$ cat config.mk
export PLATFORM = sky130hd
export DESIGN_NAME = ex_muldiv_unit_flat
export DESIGN_NICKNAME = d
export VERILOG_FILES = /design/src/rtl/ex_muldiv_unit_if.sv /design/src/rtl/ex_muldiv_unit.sv /design/src/flat_wrapper.sv
export SDC_FILE = /design/constraint.sdc
export NUM_CORES = 1
export LEC_CHECK = 0
export ABC_AREA = 1
export CAP_MARGIN = 20
export CELL_PAD_IN_SITES_DETAIL_PLACEMENT = 0
export CELL_PAD_IN_SITES_GLOBAL_PLACEMENT = 2
export CORE_ASPECT_RATIO = 1.1
export CORE_UTILIZATION = 32
export CTS_CLUSTER_SIZE = 40
export DETAILED_ROUTE_END_ITERATION = 8
export PLACE_DENSITY = 0.84
export SYNTH_ARGS = -nofsm -noshare
export SYNTH_HDL_FRONTEND = slang
export SYNTH_SLANG_ARGS = --single-unit
$ cat constraint.sdc
create_clock -name clk -period 3 [get_ports clk]
set_input_delay 0.3 -clock clk [delete_from_list [all_inputs] [get_ports clk]]
set_output_delay 0.3 -clock clk [all_outputs]
set_load 0.01 [all_outputs]
$ cat src/rtl/ex_muldiv_unit_if.sv
// Handshake and operand/result bundle between the ID/EX register and the
// iterative RV32M multiply/divide unit.
interface ex_muldiv_unit_if #(
  parameter int unsigned XLEN = 32
);
  logic            start;
  logic            flush;
  logic [2:0]      funct3;
  logic [XLEN-1:0] rs1_data;
  logic [XLEN-1:0] rs2_data;
  logic [4:0]      rd_in;
  logic            stall;
  logic            done;
  logic [XLEN-1:0] result;
  logic [4:0]      rd_out;

  modport master (
    output start, flush, funct3, rs1_data, rs2_data, rd_in,
    input  stall, done, result, rd_out
  );

  modport slave (
    input  start, flush, funct3, rs1_data, rs2_data, rd_in,
    output stall, done, result, rd_out
  );
endinterface

$ cat src/rtl/ex_muldiv_unit.sv
// Iterative RV32M multiply/divide unit: shift-add multiply, restoring divide,
// one bit per cycle, with the pipeline stalled until the registered result.
module ex_muldiv_unit #(
  parameter int unsigned XLEN = 32
) (
  input  logic             clk,
  input  logic             reset,
  ex_muldiv_unit_if.slave  bus
);

  localparam int unsigned CW = $clog2(XLEN) + 1;

  typedef enum logic [2:0] {
    S_IDLE,
    S_MUL,
    S_DIV,
    S_FIN,
    S_DONE
  } state_t;

  state_t            state, next_state;
  logic [CW-1:0]     counter;
  logic [2*XLEN-1:0] acc;
  logic [XLEN-1:0]   opnd;
  logic [2:0]        op_f3;
  logic [4:0]        rd_q;
  logic              neg_q, neg_r;
  logic [XLEN-1:0]   result_q;
  logic [4:0]        rd_out_q;

  logic              accept;
  logic              a_signed, b_signed, a_neg, b_neg;
  logic [XLEN-1:0]   a_abs, b_abs;
  logic              div_zero, div_ovf, special;
  logic [XLEN-1:0]   special_result;
  logic [XLEN:0]     mul_sum;
  logic [2*XLEN-1:0] mul_next;
  logic [XLEN:0]     div_trial;
  logic [2*XLEN-1:0] div_next;
  logic [2*XLEN-1:0] prod;
  logic [XLEN-1:0]   quo, rem, fin_result;

  localparam logic [XLEN-1:0] MIN_INT = {1'b1, {(XLEN-1){1'b0}}};

  // Operand signedness: MULH, MULHSU take A signed; MULH, DIV, REM take both signed.
  assign a_signed = (bus.funct3 == 3'b001) || (bus.funct3 == 3'b010) ||
                    (bus.funct3[2] && !bus.funct3[0]);
  assign b_signed = (bus.funct3 == 3'b001) || (bus.funct3[2] && !bus.funct3[0]);
  assign a_neg    = a_signed && bus.rs1_data[XLEN-1];
  assign b_neg    = b_signed && bus.rs2_data[XLEN-1];
  assign a_abs    = a_neg ? -bus.rs1_data : bus.rs1_data;
  assign b_abs    = b_neg ? -bus.rs2_data : bus.rs2_data;

  assign div_zero = bus.funct3[2] && (bus.rs2_data == '0);
  assign div_ovf  = bus.funct3[2] && !bus.funct3[0] &&
                    (bus.rs1_data == MIN_INT) && (bus.rs2_data == '1);
  assign special  = div_zero || div_ovf;

  always_comb begin
    special_result = '0;
    if (div_zero)
      special_result = bus.funct3[1] ? bus.rs1_data : '1;
    else if (div_ovf)
      special_result = bus.funct3[1] ? '0 : MIN_INT;
  end

  assign accept = (state == S_IDLE) && bus.start && !bus.flush;

  // Multiply: acc = {partial product high, remaining multiplier bits}, shifting right.
  assign mul_sum  = {1'b0, acc[2*XLEN-1:XLEN]} + (acc[0] ? {1'b0, opnd} : '0);
  assign mul_next = {mul_sum, acc[XLEN-1:1]};

  // Divide: acc = {partial remainder, dividend/quotient bits}, shifting left.
  assign div_trial = acc[2*XLEN-1:XLEN-1] - {1'b0, opnd};
  assign div_next  = div_trial[XLEN] ? {acc[2*XLEN-2:0], 1'b0}
                                     : {div_trial[XLEN-1:0], acc[XLEN-2:0], 1'b1};

  assign prod = neg_q ? -acc : acc;
  assign quo  = neg_q ? -acc[XLEN-1:0] : acc[XLEN-1:0];
  assign rem  = neg_r ? -acc[2*XLEN-1:XLEN] : acc[2*XLEN-1:XLEN];

  always_comb begin
    fin_result = '0;
    if (!op_f3[2])
      fin_result = (op_f3[1:0] == 2'b00) ? prod[XLEN-1:0] : prod[2*XLEN-1:XLEN];
    else
      fin_result = op_f3[1] ? rem : quo;
  end

  always_ff @(posedge clk or negedge reset) begin
    if (!reset)
      state <= S_IDLE;
    else
      state <= next_state;
  end

  always_comb begin
    next_state = state;
    bus.stall  = 1'b0;
    bus.done   = 1'b0;
    case (state)
      S_IDLE: begin
        if (bus.start && !bus.flush) begin
          bus.stall  = 1'b1;
          next_state = special ? S_DONE : (bus.funct3[2] ? S_DIV : S_MUL);
        end
      end
      S_MUL, S_DIV: begin
        bus.stall = 1'b1;
        if (bus.flush)
          next_state = S_IDLE;
        else if (counter == CW'(1))
          next_state = S_FIN;
      end
      S_FIN: begin
        bus.stall  = 1'b1;
        next_state = bus.flush ? S_IDLE : S_DONE;
      end
      S_DONE: begin
        bus.done   = 1'b1;
        next_state = S_IDLE;
      end
      default: next_state = S_IDLE;
    endcase
  end

  always_ff @(posedge clk or negedge reset) begin
    if (!reset) begin
      counter  <= '0;
      acc      <= '0;
      opnd     <= '0;
      op_f3    <= '0;
      rd_q     <= '0;
      neg_q    <= 1'b0;
      neg_r    <= 1'b0;
      result_q <= '0;
      rd_out_q <= '0;
    end else if (accept) begin
      op_f3   <= bus.funct3;
      rd_q    <= bus.rd_in;
      counter <= CW'(XLEN);
      neg_q   <= a_neg ^ b_neg;
      neg_r   <= a_neg;
      if (bus.funct3[2]) begin
        acc  <= {{XLEN{1'b0}}, a_abs};
        opnd <= b_abs;
      end else begin
        acc  <= {{XLEN{1'b0}}, b_abs};
        opnd <= a_abs;
      end
      if (special) begin
        result_q <= special_result;
        rd_out_q <= bus.rd_in;
      end
    end else if (!bus.flush) begin
      case (state)
        S_MUL: begin
          acc     <= mul_next;
          counter <= counter - CW'(1);
        end
        S_DIV: begin
          acc     <= div_next;
          counter <= counter - CW'(1);
        end
        S_FIN: begin
          result_q <= fin_result;
          rd_out_q <= rd_q;
        end
        default: ;
      endcase
    end
  end

  assign bus.result = result_q;
  assign bus.rd_out = rd_out_q;

endmodule

$ cat src/flat_wrapper.sv
// flat-port wrapper written by rule: the top's interface ports become plain ports
module ex_muldiv_unit_flat 
#(
  parameter int unsigned XLEN = 32
)
  (clk, reset, bus_start, bus_flush, bus_funct3, bus_rs1_data, bus_rs2_data, bus_rd_in, bus_stall, bus_done, bus_result, bus_rd_out);
  ex_muldiv_unit_if #(.XLEN(XLEN)) bus_i ();
  input  logic clk;
  input  logic reset;
  input wire logic [$bits(bus_i.start)-1:0] bus_start;
  input wire logic [$bits(bus_i.flush)-1:0] bus_flush;
  input wire logic [$bits(bus_i.funct3)-1:0] bus_funct3;
  input wire logic [$bits(bus_i.rs1_data)-1:0] bus_rs1_data;
  input wire logic [$bits(bus_i.rs2_data)-1:0] bus_rs2_data;
  input wire logic [$bits(bus_i.rd_in)-1:0] bus_rd_in;
  output wire logic [$bits(bus_i.stall)-1:0] bus_stall;
  output wire logic [$bits(bus_i.done)-1:0] bus_done;
  output wire logic [$bits(bus_i.result)-1:0] bus_result;
  output wire logic [$bits(bus_i.rd_out)-1:0] bus_rd_out;
  assign bus_i.start = bus_start;
  assign bus_i.flush = bus_flush;
  assign bus_i.funct3 = bus_funct3;
  assign bus_i.rs1_data = bus_rs1_data;
  assign bus_i.rs2_data = bus_rs2_data;
  assign bus_i.rd_in = bus_rd_in;
  assign bus_stall = bus_i.stall;
  assign bus_done = bus_i.done;
  assign bus_result = bus_i.result;
  assign bus_rd_out = bus_i.rd_out;
  ex_muldiv_unit #(.XLEN(XLEN)) u_core (.clk(clk), .reset(reset), .bus(bus_i));
endmodule
==> flow_summary.yaml, run 1 <==
synthesis:
  async_flop_share_pct: 100
  synth_nets: 3639
  synth_compound_area_share_pct: 12.8
  netlist_instances: 3490
  synthFlopType: "dfrtp_1"
  synth_top_family_by_area: "simple AND/OR/NAND/NOR gates"
  muxShareOfSynthArea_pct: 0
  synth-seq-area-share_pct: 19.7
  synthAdderAreaFrac_pct: 4.80
  syn_area_per_cell_um2: 5.54
  synthDistinctLibCells: 51
  synth-seq-cells: 152
  synth_xor_area_share_pct: 4.26
  synthSimpleGateAreaFrac_pct: 45.8
  syn_area_um2: 19300
  yosysWarnings: 0
  synth_edf_count: 0
sta:
  final_hold_viol_count: 0
  grt_setup_unrepaired: "no"
  relSlewSlack_pct: 47.6
  tns_ns: 0
  skew_ns: 0.0176
  drv_slew: 0
  layout_setup_ws_ns: 0.172
  post-route-period-util_pct: 94.3
  worst_pin_slew_ns: 0.780
  timing.fmax_ghz: 0.354
  setup_viol: 0
  min_period_ns: 2.83
setup_path:
  crit_fanout: 8
  reg2reg_depth: 19
  startpoint: "u_core.acc[0]"
  worst_ep_required_time_ns: 3.36
  rrSetupSlack_ns: 0.17
  r2r_end: "u_core.acc[52]"
  r2r-start: "u_core.acc[0]"
  worstSetupPathType: "flop to flop"
  worstSetupEndpoint: "u_core.acc[52]"
  cp-start-kind: "flop"
  arrival_ns: 3.18
  end_kind: "flop"
routing:
  drt_first_iter_violations: 2257
  wl_mm: 97.2
  wire_per_inst_um: 21.9
  firstDrtPassIters: 7
  viasPerCell: 5.31
  dr_total_vias: 23546
  postRouteAntennaNets: 0
  route.detailed.drc: 0
layout:
  most-common-layout-cells: "1,213 x nand2_1, 479 x inv_1, 389 x nor2_1"
  fill_cells: 6920
  multiInputGateArea_um2: 13100
  instances_no_fill: 4437
  syn_to_final_growth_pct: 17.4
  drive_gt1_share_pct: 7.14
  nets: 3805
  ff_latch_area_um2: 3800
  layout_commonest_cell: "nand2_1"
  diodes: 0
clock_tree:
  clock_path_buffers: 2
  cts_buffers: 17
  clk_pin_slew_ns: 0.07
  insertion_delay_ns: 0.47
  post_cts_buffers: 0
  htreeDepth: 4
  cts-root-buf: "clkbuf_16"
  numClockSinks: 152
  cts_tree: "yes"
global_route:
  grt_pass1_vias: 22338
  use_met1_pct: 40.9
  grt_start_max_net_pins: 78
  antenna_found_initial: 1
  grt_pass1_wl_mm: 144
  grt_usage_pct: 31.4
  grt-ovfl-total: 0
  grt_use_met3_pct: 3.49
  gr-max-usage-layer: "met2"
  met2_usage_pct: 52.2
floorplanning:
  die_area_um2: 61400
  fp-row-count: 94
  core_area_um2: 59700
  ios: 115
  start_util_pct: 32.4
  die_x_um: 236
  die-height_um: 260
place:
  hpwl_mm: 79.7
  preCtsSetupSlack_ns: 0.220
  placedCellCount: 4404
  portBuffers: 114
  place_congestion: 1.03
job:
  drv_cap: 0
min_path:
  min_path_type: "input pin to async pin"
power_and_ir_drop:
  powerDensity_nw_per_um2: 1140
  p_leak_nw: 12.0
  ir_worst_vdd_mv: 0.525
  total_power_w: 0.0258
outcome:
  status: "finished clean"
## where the power goes
| part | total [W] | internal, W | switching (W) |
|---|---|---|---|
| clock | 0.00233 | 0.00130 | 0.00103 |
| combinational | 0.0194 | 0.00610 | 0.0133 |
| sequential | 0.00408 | 0.00298 | 0.00110 |
## kinds of logic (layout without fill, tap and decap cells)
| group | Yosys count | in the layout |
|---|---|---|
| AO/OA/AOI/OAI | 443 | 443 |
| XOR/XNOR | 94 | 94 |
| adder cells (fa/ha/maj) | 73 | 73 |
| buffers and inverters | 612 | 791 |
| flip-flops | 152 | 152 |
| AND/OR/NAND/NOR | 2116 | 2116 |
## synth_stat cells (all sizes together), types with 5 or more instances
cell type	n	area, um2
a22oi	8	60.1
o211ai	36	270
o21bai	8	60.1
o21ai	231	1160
dfrtp	152	3800
nand3b	6	45.0
buf	74	439
or2	5	31.3
xor2	69	604
inv	493	1860
xnor2	25	219
ha	71	888
nand4	54	353
clkbuf	42	159
a21oi	126	646
nor2	413	1650
o221ai	14	123
nand3	360	1840
nor3	38	190
nand2	1233	4700
## critical path, cell delays in order, from the launching register on
cell and delay [ns]:
dfrtp_1 0.44, buf_4 0.19, nand2_1 0.07, inv_1 0.06
ha_1 0.34, a21oi_1 0.26, o21ai_1 0.10, buf_4 0.18
nand2_1 0.06, nand2_1 0.09, nand2_1 0.09, nand2_1 0.13
nand2_1 0.12, nand2_1 0.05, nand2_1 0.05, nand3_1 0.18
nand2_1 0.14, inv_1 0.05, nand2_1 0.06, nand2_1 0.04
## state kept, by name (all words and copies together) (netlist names)
signal,count
u_core.acc,64
u_core.bus.rd_out,5
u_core.bus.result,32
u_core.counter,6
u_core.neg_q,1
u_core.neg_r,1
u_core.op_f3,3
u_core.opnd,32
u_core.rd_q,5
u_core.state,3
## metrics by stage
step,instance area [um2],hold WS (ns),util [%]
CTS,22700,0.395,38.0
global route,22700,0.421,38.0
detailed placement,22100,0.321,37.0
finish,22700,0.374,38.0
floorplan,19300,0.00441,-
global placement,22100,0.319,37.0
## per-layer routing
layer	share of wire [%]	wire (um)	vias to the layer above
met5	0.016	16	-
met3	6.6	6380	164
met4	4.8	4630	2
met1	43	41400	10950
met2	46	44800	1007
li1	-	-	11423
## timing repair
| action | CTS | global route |
|---|---|---|
| endpoints found under the setup margin | 0 | 4 |
| gates resized for setup | 0 | 3 |
| hold buffers | 1 | 0 |
| hold endpoints to repair | 55 | 0 |
## how the worst min path moves through the flow
| stage | from | end | slack (ns) |
|---|---|---|---|
| floorplan | reset | u_core.acc[0] | 0.004 |
| global placement | reset | u_core.bus.rd_out[0] | 0.32 |
| detailed placement | reset | u_core.bus.rd_out[0] | 0.32 |
| CTS | reset | u_core.bus.rd_out[0] | 0.39 |
| global route | reset | u_core.bus.rd_out[0] | 0.42 |
| finish | reset | u_core.bus.rd_out[0] | 0.37 |
## layout make-up
type	count	share of cell area, %
multi-input cells	2726	57.7
flip-flops and latches	152	16.8
inverters	496	8.23
repair buffers	263	10.5
clock inverters	12	0.617
clock buffers	20	2.05
well taps	768	4.23
Note: power is estimated with default switching activity, not from simulation.
==> inputs of run 2 (changes only) <==
--- a/config.mk
+++ b/config.mk
@@ -10,6 +10,7 @@
 export CELL_PAD_IN_SITES_DETAIL_PLACEMENT = 0
 export CELL_PAD_IN_SITES_GLOBAL_PLACEMENT = 2
 export CORE_ASPECT_RATIO = 1.1
+export CORE_MARGIN = 2
 export CORE_UTILIZATION = 32
 export CTS_CLUSTER_SIZE = 40
 export DETAILED_ROUTE_END_ITERATION = 8
==> run 2 against run 1 <==
Maximum frequency is 1.9% higher; largest power group unchanged; combinational power hardly changed; global-route usage is 0.17 points lower; die area is 1.6% higher; largest cell class unchanged; non-clock buffer count is 4 lower.
==> flow_summary.yaml, run 2 (synthesis gave the netlist of run 1 again) <==
outcome:
  status: "finished clean"
place:
  portBuffers: 114
  preCtsSetupSlack_ns: 0.221
  place_congestion: 1.00
  placedCellCount: 4400
  hpwl_mm: 80.7
routing:
  wl_mm: 97.9
  postRouteAntennaNets: 0
  dr_total_vias: 23587
  viasPerCell: 5.32
  wire_per_inst_um: 22.1
  route.detailed.drc: 0
  drt_first_iter_violations: 2243
  firstDrtPassIters: 6
sta:
  min_period_ns: 2.78
  drv_slew: 0
  grt_setup_unrepaired: "no"
  relSlewSlack_pct: 57.0
  tns_ns: 0
  worst_pin_slew_ns: 0.638
  final_hold_viol_count: 0
  post-route-period-util_pct: 92.5
  timing.fmax_ghz: 0.360
  setup_viol: 0
  skew_ns: 0.0183
  layout_setup_ws_ns: 0.225
layout:
  largest_register_ffs: 64
  layout_commonest_cell: "nand2_1"
  drive_gt1_share_pct: 7.01
  most-common-layout-cells: "1,213 x nand2_1, 479 x inv_1, 389 x nor2_1"
  syn_to_final_growth_pct: 17.6
  nets: 3801
  top_register: "u_core.acc"
  instances_no_fill: 4433
  diodes: 0
clock_tree:
  htreeDepth: 4
  cts_buffers: 17
  cts_tree: "yes"
  clk_pin_slew_ns: 0.07
  insertion_delay_ns: 0.47
  clock_path_buffers: 2
  cts-root-buf: "clkbuf_16"
  numClockSinks: 152
floorplanning:
  start_util_pct: 32.4
  die_x_um: 238
  die_area_um2: 62400
  fp-row-count: 94
  ios: 115
  core_area_um2: 59700
  die-height_um: 262
setup_path:
  reg2reg_depth: 18
  r2r-start: "u_core.opnd[0]"
  cp-start-kind: "flop"
  worst_ep_required_time_ns: 3.39
  critPathMostFrequentCell: "nand2_2"
  worstSetupPathType: "flop to flop"
  slowest_stage: "fa_1"
  end_kind: "flop"
  slowest_delay_ns: 0.44
  crit_fanout: 19
  cp_cell_sequence: "ha_1, fa_1, inv_1, nand3_1, nand2_2, nand2_1, nand2_2, nand3_2, nand2_2, nand2_2, nand2_2, nand2_2, nand2_4, buf_12, nand2_1, nand3_1, nand2_1, nand2_1"
  rrSetupSlack_ns: 0.22
  arrival_ns: 3.17
  r2r_end: "u_core.acc[53]"
global_route:
  grt_usage_pct: 31.3
  grt-ovfl-total: 0
  grt_start_max_net_pins: 71
  grt_pass1_vias: 22465
  grt_pass1_wl_mm: 145
  antenna_found_initial: 0
power_and_ir_drop:
  ir_worst_vdd_mv: 0.543
  powerDensity_nw_per_um2: 1140
  p_leak_nw: 12.0
job:
  drv_cap: 0
min_path:
  min_path_type: "input pin to async pin"
## run 2: cell count changes in the layout (fill, tap and decap cells not counted), moves of 2 or more
| cell | previous run | this run |
|---|---|---|
| buf_4 | 139 | 132 |
| inv_6 | 2 | 6 |
| buf_12 | 9 | 12 |
| clkbuf_8 | 3 | 0 |
| clkinv_2 | 3 | 1 |
| clkinv_4 | 3 | 1 |
| inv_8 | 1 | 3 |
## run 2: area by class of cell
cell class              count  area [um2]
clock buffers              17         425
clock inverters            15         209
multi-input cells        2726       13100
inverters                 496        1870
fillers                  6873       37000
repair buffers            259        2380
well taps                 768         961
flip-flops and latches    152        3800
## run 2: report_power, final
group | switching (W) | total (W) | internal, W
Sequential | 0.00116 | 0.00413 | 0.00297
Clock | 0.00108 | 0.00243 | 0.00135
Combinational | 0.0132 | 0.0193 | 0.00614
## run 2: timing repair
action | CTS | global route
hold endpoints to repair | 54 | 0
hold buffers | 1 | 0
gates resized for setup | 0 | 1
endpoints found under the setup margin | 0 | 1
buffers inserted | 0 | 0
## run 2: routing by layer
layer | track usage [%] | share of wire (%) | routed length, um
met4 | 14.2 | 5.1 | 5000
met1 | 40.8 | 42 | 41400
met2 | 51.7 | 46 | 44800
met3 | 3.86 | 6.8 | 6680
met5 | 0 | 0 | 0
## run 2: worst max-delay path by stage
stage / startpoint / slack [ns] / cells after the start / endpoint
4_1_cts: u_core.opnd[0] / 0.26 / 18 / u_core.acc[53]
2_1_floorplan: u_core.acc[0] / 0.34 / 21 / u_core.acc[61]
3_3_place_gp: bus_rs2_data[1] / 0.26 / 16 / u_core.bus.result[28]
5_1_grt: u_core.acc[0] / 0.02 / 16 / u_core.acc[54]
6_report: u_core.opnd[0] / 0.22 / 18 / u_core.acc[53]
3_5_place_dp: bus_rs1_data[1] / 0.22 / 16 / u_core.bus.result[8]
## run 2: worst max-delay path: cells and delay by family (launching register included)
| family | cells | cell delay, ns |
|---|---|---|
| AND/OR/NAND/NOR | 14 | 1.34 |
| adder cells (fa/ha/maj) | 2 | 0.67 |
| buffers and inverters | 2 | 0.31 |
| flip-flops | 1 | 0.40 |
## run 2: through the flow
step                      total power, W  instance area, um2  util, %  hold slack (ns)
final                             0.0259               22700     38.1            0.385
after global routing              0.0279               22700     38.1            0.413
after CTS                         0.0256               22700     38.1            0.398
after detailed placement          0.0231               22100     37.0            0.323
after global placement            0.0231               22100     37.0            0.325
after floorplan                   0.0155               19300        -          0.00441
==> inputs of run 3 (changes only) <==
--- a/config.mk
+++ b/config.mk
@@ -15,6 +15,7 @@
 export CTS_CLUSTER_SIZE = 40
 export DETAILED_ROUTE_END_ITERATION = 8
 export PLACE_DENSITY = 0.84
+export SKIP_CTS_REPAIR_TIMING = 1
 export SYNTH_ARGS = -nofsm -noshare
 export SYNTH_HDL_FRONTEND = slang
 export SYNTH_SLANG_ARGS = --single-unit
==> constraint.sdc (replaced) <==
create_clock -name clk -period 3.1 [get_ports clk]
set_input_delay 0.31 -clock clk [delete_from_list [all_inputs] [get_ports clk]]
set_output_delay 0.31 -clock clk [all_outputs]
set_load 0.01 [all_outputs]
==> run 3 against run 2 <==
Final cell count is 0.27% lower; worst hold slack better by 0.017 ns; flip-flop and latch count stayed put; die area unchanged; count of clock-buffer cells in the layout stayed put; worst setup slack got worse by 0.052 ns; core utilization is 0.29 points lower; maximum frequency shrank 5.2%; critical endpoint is now u_core.acc[54]; largest cell class unchanged; largest power group unchanged; highest routed layer unchanged.
==> flow_summary.yaml, run 3 (synthesis gave the netlist of run 1 again) <==
outcome:
  status: "finished clean"
sta:
  grt_setup_unrepaired: "no"
  relSlewSlack_pct: 52.8
  worst_pin_slew_ns: 0.707
  hold_ws_ns: 0.403
  setup_viol: 0
  timing.fmax_ghz: 0.342
  final_hold_viol_count: 0
  min_period_ns: 2.93
  tns_ns: 0
  skew_ns: 0.0186
  drv_slew: 0
  post-route-period-util_pct: 94.4
place:
  portBuffers: 114
  place_congestion: 1.02
  placedCellCount: 4388
  hpwl_mm: 80.2
setup_path:
  r2r-start: "u_core.opnd[0]"
  end_kind: "flop"
  arrival_ns: 3.33
  crit_fanout: 32
  rrSetupSlack_ns: 0.17
  worstSetupEndpoint: "u_core.acc[54]"
  reg2reg_depth: 17
  startpoint: "u_core.opnd[0]"
  cp-start-kind: "flop"
  worst_ep_required_time_ns: 3.50
  worstSetupPathType: "flop to flop"
  r2r_end: "u_core.acc[54]"
layout:
  diodes: 0
  top_register: "u_core.acc"
  most-common-layout-cells: "1,213 x nand2_1, 479 x inv_1, 389 x nor2_1"
  nets: 3789
  syn_to_final_growth_pct: 16.7
  layout_commonest_cell: "nand2_1"
  instances_no_fill: 4421
  largest_register_ffs: 64
  drive_gt1_share_pct: 6.68
clock_tree:
  numClockSinks: 152
  cts_tree: "yes"
  cts_buffers: 17
  insertion_delay_ns: 0.47
  clock_path_buffers: 2
  clk_pin_slew_ns: 0.07
  cts-root-buf: "clkbuf_16"
  htreeDepth: 4
floorplanning:
  die-height_um: 262
  core_area_um2: 59700
  die_x_um: 238
  ios: 115
  fp-row-count: 94
  die_area_um2: 62400
  start_util_pct: 32.4
routing:
  dr_total_vias: 23450
  route.detailed.drc: 0
  wire_per_inst_um: 21.9
  firstDrtPassIters: 6
  wl_mm: 96.9
  viasPerCell: 5.30
  postRouteAntennaNets: 0
  drt_first_iter_violations: 2213
global_route:
  grt_start_max_net_pins: 71
  grt-ovfl-total: 0
  grt_usage_pct: 30.8
  grt_pass1_wl_mm: 143
  antenna_found_initial: 1
  grt_pass1_vias: 22144
power_and_ir_drop:
  p_leak_nw: 11.9
  sequentialPowerShare_pct: 16.6
  switching_share_pct: 60.3
  comb_power_share_pct: 74.7
  ir_worst_vdd_mv: 0.495
  clockPowerShare_pct: 8.7
  p_sw_w: 0.0149
  p_int_w: 0.00982
  powerDensity_nw_per_um2: 1100
min_path:
  min_path_type: "input pin to flop"
job:
  drv_cap: 0
-- run 3: metal layers --
metal,vias up,global-route usage [%],part of all wire (%)
li1,11401,-,-
met1,10856,40.2,42
met2,991,51.2,46
met3,202,3.37,6.7
met4,0,14.2,5.2
met5,-,0,0
-- run 3: power groups by stage --
stage               sequential, W  combinational [W]  clock, W
global route              0.00413             0.0202   0.00226
global placement          0.00409             0.0181         0
detailed placement        0.00406             0.0180         0
floorplan                 0.00366             0.0114         0
CTS                       0.00404             0.0181   0.00218
finish                    0.00410             0.0185   0.00216
-- run 3: worst max-delay path: stages (launching register included) --
cell and delay, ns:
dfrtp_1 0.43, ha_1 0.26, fa_1 0.45, inv_1 0.13, nand3_1 0.09, nand2_2 0.14, nand2_1 0.08, nand2_2 0.11
nand3_2 0.09, nand2_2 0.11, nand2_2 0.09, nand2_2 0.09, nand2_2 0.07, nand2_4 0.34, nand2_1 0.15, nand3_1 0.12
nand2_1 0.05, nand2_1 0.06
-- run 3: cell type report --
type	count	area, um2
fill	6850	37200
sequential	152	3800
clock inverter	15	155
timing repair buffer	247	2270
inverter	496	1870
clock buffer	17	425
tap	768	961
multi-input combinational	2726	13100
-- run 3: through the flow --
stage                     util (%)  instance area [um2]  worst slack, ns  power [W]
after floorplan                  -                19300            0.443     0.0150
after global placement        36.8                22000            0.285     0.0222
after detailed placement      36.8                22000            0.236     0.0221
after CTS                     37.8                22600            0.273     0.0244
after global routing          37.8                22600           0.0374     0.0266
final                         37.8                22600            0.173     0.0247
-- run 3: how the worst min path moves through the flow --
stage | endpoint | cells past startpoint | startpoint
detailed placement | u_core.bus.rd_out[1] | 1 | reset
floorplan | u_core.acc[0] | 0 | reset
global route | u_core.rd_q[1] | 2 | reset
finish | u_core.rd_q[3] | 3 | bus_rd_in[3]
CTS | u_core.bus.rd_out[1] | 1 | reset
global placement | u_core.bus.rd_out[4] | 1 | reset
